--- src/rtl/ula_acumulador_param.sv ---
// Parametrised accumulator ULA: decodes {opcode,operando}, updates accumulator, output register and Z/C flags.
// Optional macro ULA_MUL_EN adds the multi-cycle shift-add multiplier (opcode C) and the MULT state.
module ula_acumulador_param #(
  parameter int unsigned DATA_W = 4
) (
  input  logic                  Clock,
  input  logic                  Reset,
  input  logic [DATA_W+3:0]     barramentoDados,
  input  logic                  RegEnable,
  output logic                  Pronto,
  output logic [3:0]            opcode,
  output logic [DATA_W-1:0]     operando,
  output logic [DATA_W-1:0]     regAcumulador,
  output logic [2*DATA_W-1:0]   regSaida,
  output logic                  SaidaValida,
  output logic                  FlagZero,
  output logic                  FlagCarry
);

  localparam int unsigned OUT_W = 2 * DATA_W;

  localparam logic [3:0] OP_LDA  = 4'h1;
  localparam logic [3:0] OP_ADD  = 4'h2;
  localparam logic [3:0] OP_ADDA = 4'h3;
  localparam logic [3:0] OP_SUB  = 4'h4;
  localparam logic [3:0] OP_AND  = 4'h5;
  localparam logic [3:0] OP_OR   = 4'h6;
  localparam logic [3:0] OP_XOR  = 4'h7;
  localparam logic [3:0] OP_NOT  = 4'h8;
  localparam logic [3:0] OP_SHL  = 4'h9;
  localparam logic [3:0] OP_SHR  = 4'hA;
  localparam logic [3:0] OP_OUT  = 4'hB;
  localparam logic [3:0] OP_CLR  = 4'hD;

  logic [DATA_W-1:0] acc_nxt;
  logic [OUT_W-1:0]  saida_nxt;
  logic              valid_nxt;
  logic              z_nxt;
  logic              c_nxt;
  logic              acc_wr;
  logic              accept;
  logic [DATA_W:0]   sum_w;
  logic [DATA_W:0]   dif_w;

  assign opcode   = barramentoDados[DATA_W+3:DATA_W];
  assign operando = barramentoDados[DATA_W-1:0];
  assign accept   = ~RegEnable & Pronto;

  // Extra top bit of sum/difference is the carry-out / borrow
  assign sum_w = {1'b0, regAcumulador} + {1'b0, operando};
  assign dif_w = {1'b0, regAcumulador} - {1'b0, operando};

`ifdef ULA_MUL_EN
  localparam logic [3:0]  OP_MUL = 4'hC;
  localparam int unsigned CNT_W  = $clog2(DATA_W + 1);

  typedef enum logic {OCIOSO, MULT} state_e;

  state_e            state, state_nxt;
  logic [OUT_W-1:0]  mcand, mcand_nxt;
  logic [OUT_W-1:0]  prod, prod_nxt, prod_step;
  logic [DATA_W-1:0] mplier, mplier_nxt;
  logic [CNT_W-1:0]  cnt, cnt_nxt;

  assign Pronto    = (state == OCIOSO);
  assign prod_step = mplier[0] ? (prod + mcand) : prod;

  // State register
  always_ff @(posedge Clock) begin
    if (Reset) state <= OCIOSO;
    else       state <= state_nxt;
  end
`else
  assign Pronto = 1'b1;
`endif

  // Next-state and datapath decode
  always_comb begin
    acc_nxt   = regAcumulador;
    saida_nxt = regSaida;
    valid_nxt = 1'b0;
    z_nxt     = FlagZero;
    c_nxt     = FlagCarry;
    acc_wr    = 1'b0;
`ifdef ULA_MUL_EN
    state_nxt  = state;
    mcand_nxt  = mcand;
    mplier_nxt = mplier;
    prod_nxt   = prod;
    cnt_nxt    = cnt;
    if (state == MULT) begin
      prod_nxt   = prod_step;
      mcand_nxt  = {mcand[OUT_W-2:0], 1'b0};
      mplier_nxt = {1'b0, mplier[DATA_W-1:1]};
      cnt_nxt    = cnt - CNT_W'(1);
      if (cnt == CNT_W'(1)) begin
        saida_nxt = prod_step;
        valid_nxt = 1'b1;
        state_nxt = OCIOSO;
      end
    end
`endif
    if (accept) begin
      case (opcode)
        OP_LDA:  begin acc_nxt = operando;                   c_nxt = 1'b0;                      acc_wr = 1'b1; end
        OP_ADD:  begin saida_nxt = OUT_W'(sum_w);            valid_nxt = 1'b1;                                 end
        OP_ADDA: begin acc_nxt = sum_w[DATA_W-1:0];          c_nxt = sum_w[DATA_W];             acc_wr = 1'b1; end
        OP_SUB:  begin acc_nxt = dif_w[DATA_W-1:0];          c_nxt = dif_w[DATA_W];             acc_wr = 1'b1; end
        OP_AND:  begin acc_nxt = regAcumulador & operando;   c_nxt = 1'b0;                      acc_wr = 1'b1; end
        OP_OR:   begin acc_nxt = regAcumulador | operando;   c_nxt = 1'b0;                      acc_wr = 1'b1; end
        OP_XOR:  begin acc_nxt = regAcumulador ^ operando;   c_nxt = 1'b0;                      acc_wr = 1'b1; end
        OP_NOT:  begin acc_nxt = ~regAcumulador;             c_nxt = 1'b0;                      acc_wr = 1'b1; end
        OP_SHL:  begin acc_nxt = {regAcumulador[DATA_W-2:0], 1'b0}; c_nxt = regAcumulador[DATA_W-1]; acc_wr = 1'b1; end
        OP_SHR:  begin acc_nxt = {1'b0, regAcumulador[DATA_W-1:1]}; c_nxt = regAcumulador[0];        acc_wr = 1'b1; end
        OP_OUT:  begin saida_nxt = OUT_W'(regAcumulador);    valid_nxt = 1'b1;                                 end
        OP_CLR:  begin acc_nxt = '0;                         c_nxt = 1'b0;                      acc_wr = 1'b1; end
`ifdef ULA_MUL_EN
        OP_MUL: begin
          mcand_nxt  = OUT_W'(regAcumulador);
          mplier_nxt = operando;
          prod_nxt   = '0;
          cnt_nxt    = CNT_W'(DATA_W);
          state_nxt  = MULT;
        end
`endif
        default: ;
      endcase
      if (acc_wr) z_nxt = (acc_nxt == '0);
    end
  end

  // Datapath registers; reset aborts any multiply in flight
  always_ff @(posedge Clock) begin
    if (Reset) begin
      regAcumulador <= '0;
      regSaida      <= '0;
      SaidaValida   <= 1'b0;
      FlagZero      <= 1'b0;
      FlagCarry     <= 1'b0;
`ifdef ULA_MUL_EN
      mcand         <= '0;
      mplier        <= '0;
      prod          <= '0;
      cnt           <= '0;
`endif
    end else begin
      regAcumulador <= acc_nxt;
      regSaida      <= saida_nxt;
      SaidaValida   <= valid_nxt;
      FlagZero      <= z_nxt;
      FlagCarry     <= c_nxt;
`ifdef ULA_MUL_EN
      mcand         <= mcand_nxt;
      mplier        <= mplier_nxt;
      prod          <= prod_nxt;
      cnt           <= cnt_nxt;
`endif
    end
  end

endmodule
--- config.mk ---
export PLATFORM = sky130hd
export DESIGN_NAME = ula_acumulador_param
export DESIGN_NICKNAME = d
export VERILOG_FILES = /design/src/rtl/ula_acumulador_param.sv
export SDC_FILE = /design/constraint.sdc
export NUM_CORES = 1
export LEC_CHECK = 0
export CORE_MARGIN = 5
export CORE_UTILIZATION = 45
export CTS_CLUSTER_SIZE = 10
export DETAILED_ROUTE_END_ITERATION = 8
export PLACE_DENSITY = 0.84
export SETUP_SLACK_MARGIN = 0.2
export SYNTH_ARGS = -nofsm -noshare
export SYNTH_HDL_FRONTEND = slang
export SYNTH_SLANG_ARGS = --single-unit
--- constraint.sdc ---
create_clock -name Clock -period 2.25 [get_ports Clock]
set_input_delay 0.3375 -clock Clock [delete_from_list [all_inputs] [get_ports Clock]]
set_output_delay 0.3375 -clock Clock [all_outputs]
set_load 0.05 [all_outputs]
==> flow_metrics.env <==
export IMPL_drt_iter0_drc=130
export IMPL_p_int_mw=0.540
export IMPL_finalHoldViolations=0
export IMPL_crit_fanout=3
export IMPL_p_clk_frac=0.195
export IMPL_drt_vias_per_instance=5.69
export IMPL_ys_types=60
export IMPL_overflow=0
export IMPL_hold_depth=2
export IMPL_drt_drc_violations_left=0
export IMPL_rsz0062_at_grt="yes"
export IMPL_clock_skew_ns=0.00373
export IMPL_wl_mm=4.49
export IMPL_fmax_ghz=0.449
export IMPL_fin_crit_sh=0.991
export IMPL_place_hpwl_mm=3.16
export IMPL_outcome="finished, final reports clean"
export IMPL_start_util=0.468
export IMPL_p_seq_frac=0.265
export IMPL_grt_usage=0.202
export IMPL_gp_congestion=0.957
export IMPL_synth_seq_cells=12
export IMPL_synth_cell_area_um2=1420
export IMPL_nets=258
export IMPL_min_to="regSaida[4]$_SDFFE_PP0P_"
export IMPL_grt_pass1_wl_mm=6.89
export IMPL_cts_sinks=12
export IMPL_wl_per_cell_um=16.3
export IMPL_arrival_ns=2.42
export IMPL_port_buffers=30
export IMPL_finalWorstSetupSlack_ns=0.0206
export IMPL_die_y_um=66.1
export IMPL_reg2reg_to="FlagZero$_SDFFE_PP0P_"
export IMPL_rr_worst_depth=7
export IMPL_first_pass_iters=4
export IMPL_ys_seq_area_frac=0.170
export IMPL_hp_start="regSaida[4]$_SDFFE_PP0P_"
export IMPL_num_vias=1570
export IMPL_cts_buffers=3
export IMPL_worstHoldPathType="flop to flop"
export IMPL_p_sw_mw=0.364
export IMPL_switching_share=0.403
export IMPL_diodes=0
export IMPL_cts_reportedPaths_clkPinSlew_ns=0.08
export IMPL_pre_cts_ws_ns=-0.342
export IMPL_place_area_um2=1970
export IMPL_power_mw=0.904
export IMPL_die_x_um=66.1
export IMPL_cellPowerDensity_nw_per_um2=425
export IMPL_dieArea_um2=4370
export IMPL_critical_path_buf_inv_count=0
export IMPL_ff2ff_setup_slack_ns=0.02
export IMPL_finalSetupViolCount=0
export IMPL_ant_nets=0
export IMPL_ys_warn_count=0
export IMPL_crit_type="flop to flop"
export IMPL_path_cells="ha_2 -> fa_1 -> xnor2_1 -> o22ai_1 -> nor4_2 -> o2111ai_1 -> o31ai_1"
export IMPL_combPwrFrac=0.540
export IMPL_synthCells=168
export IMPL_maxCapViolations=0
export IMPL_final_area_um2=2130
export IMPL_yosys_area_top_type="dfxtp_1"
export IMPL_row_count=20
export IMPL_htreeDepth=1
export IMPL_ys_flop_type="dfxtp_1"
export IMPL_worstMarginPinSlew_ns=0.514
export IMPL_timing_rr_start="regAcumulador[0]$_SDFFE_PP0N_"
export IMPL_root_buffer="clkbuf_4"
export IMPL_ir_worst_vdd_uv=346
export IMPL_slowest_delay_ns=0.43
export IMPL_critical_path_top_delay_family="adder cells"
export IMPL_area_growth_pct=50.4
export IMPL_critPathLaunchType="flop"
export IMPL_slowest_stage="fa_1"
export IMPL_slew_viol_final=0
export IMPL_layout_drive_gt1_share=0.379
export IMPL_hold_buffers=0
export IMPL_synth_avg_cell_area_um2=8.43
export IMPL_finalCriticalPeriod_ns=2.23
export IMPL_coreArea_um2=3030
export IMPL_synthTopCellsByArea="dfxtp_1 (17%), ha_1 (11%), buf_4 (7.4%)"
export IMPL_synthArstFlopShare=0
export IMPL_tritoncts="done"
export IMPL_boundaryPins=35
export IMPL_endpoint_kind="flop"
export IMPL_synth_top_area_share=0.170
export IMPL_crit_required_ns=2.44
export IMPL_first_global_vias=1475
export IMPL_grt_max_degree=13
export IMPL_p_leak_nw=0.959
export IMPL_maxSlewHeadroom=0.657
export IMPL_clock_latency_ns=0.28
export IMPL_synth_edf_count=0
export IMPL_clockBufferDepth=2
export IMPL_antenna_found_initial=0
-- metal layers --
layer	track usage	part of all wire	vias to the layer above	wire [um]
li1	-	-	734	-
met1	0.275	0.42	725	1870
met2	0.317	0.46	92	2060
met3	0.0527	0.097	19	435
met4	0.0431	0.029	0	130
met5	0	0	-	0
-- cell usage after synthesis, types with 2 or more instances --
cell type,number
a221o_1,2
conb_1,2
buf_6,3
buf_4,14
and2b_1,2
nand3b_1,2
o22ai_1,2
nor2_1,17
nand2b_1,3
a32oi_1,2
fa_1,2
xnor2_1,3
nor2b_1,3
nand2_1,2
and2b_2,2
o221ai_1,2
inv_1,14
nor3_1,4
o2111ai_1,2
dfxtp_1,12
a211oi_1,4
ha_1,12
a21oi_1,10
o211ai_1,3
nand3_1,3
mux2i_1,5
o32a_1,3
-- power groups by stage --
stage	logic [mW]	clock network, mW	registers (mW)
floorplan	0.248	0	0.284
global placement	0.429	0	0.249
detailed placement	0.437	0	0.249
CTS	0.451	0.174	0.243
global route	0.520	0.192	0.242
finish	0.488	0.176	0.240
-- sequential cells by signal, summed over array words and instances (netlist names) --
signal / cells
FlagCarry: 1
regSaida: 5
regAcumulador: 4
SaidaValida: 1
FlagZero: 1
-- kinds of logic (layout without fill, tap and decap cells) --
kind of cell,after synthesis,after routing,synth area share
compound gates,49,49,0.278
simple gates,48,48,0.194
buf+inv,34,96,0.158
fa+ha+maj,14,14,0.134
flops,12,12,0.170
mux,5,5,0.0353
xor+xnor,4,4,0.0247
other cells,2,4,0.00530
-- area by class of cell --
cell class	count	area, um2
Tap cell	44	55.1
Timing Repair Buffer	77	681
Sequential cell	12	253
Inverter	15	58.8
Clock buffer	4	36.3
Fill cell	230	898
Multi-Input combinational cell	124	1050
-- worst max-delay path by stage --
stage,startpoint,end,slack [ns],depth (start not counted)
2_1_floorplan,regAcumulador[1]$_SDFFE_PP0N_,regAcumulador[3]$_SDFFE_PP0N_,0.21,7
3_3_place_gp,barramentoDados[0],FlagZero$_SDFFE_PP0P_,-0.30,8
3_5_place_dp,barramentoDados[0],FlagZero$_SDFFE_PP0P_,-0.34,8
4_1_cts,regAcumulador[0]$_SDFFE_PP0N_,FlagZero$_SDFFE_PP0P_,0.09,9
5_1_grt,regAcumulador[0]$_SDFFE_PP0N_,FlagZero$_SDFFE_PP0P_,-0.07,7
6_report,regAcumulador[0]$_SDFFE_PP0N_,FlagZero$_SDFFE_PP0P_,0.02,7
-- what timing repair did --
action	4_1_cts	5_1_grt
endpoints found under the setup margin	5	8
buffers inserted	3	6
gates resized for setup	9	12
pin swaps	4	4
-- worst register-to-register path: stages, from the launching register on --
cell and delay (ns):
dfxtp_4 0.37, ha_2 0.19, fa_1 0.43, xnor2_1 0.23, o22ai_1 0.16, nor4_2 0.37
o2111ai_1 0.18, o31ai_1 0.22
-- stage by stage --
| stage | utilization | setup TNS, ns | hold WS, ns | cells |
|---|---|---|---|---|
| after global routing | 0.703 | -0.0661 | 0.533 | 276 |
| after floorplan | - | 0 | 0.505 | 170 |
| after detailed placement | 0.650 | -1.27 | 0.482 | 263 |
| after global placement | 0.650 | -0.994 | 0.468 | 263 |
| after CTS | 0.675 | 0 | 0.500 | 270 |
| final | 0.703 | 0 | 0.493 | 276 |
-- layout by cell type, fill, tap and decap left out, types with 4 or more instances in the layout --
master | netlist | routed
dfxtp_1 | 12 | 8
buf_4 | 14 | 51
nor3_1 | 4 | 4
inv_1 | 14 | 10
a21oi_1 | 10 | 8
clkdlybuf4s50_1 | 0 | 17
mux2i_1 | 5 | 5
ha_1 | 12 | 8
buf_12 | 0 | 4
nor2_1 | 17 | 17
conb_1 | 2 | 4
inv_2 | 1 | 4
(Power assumes the default switching activity.)
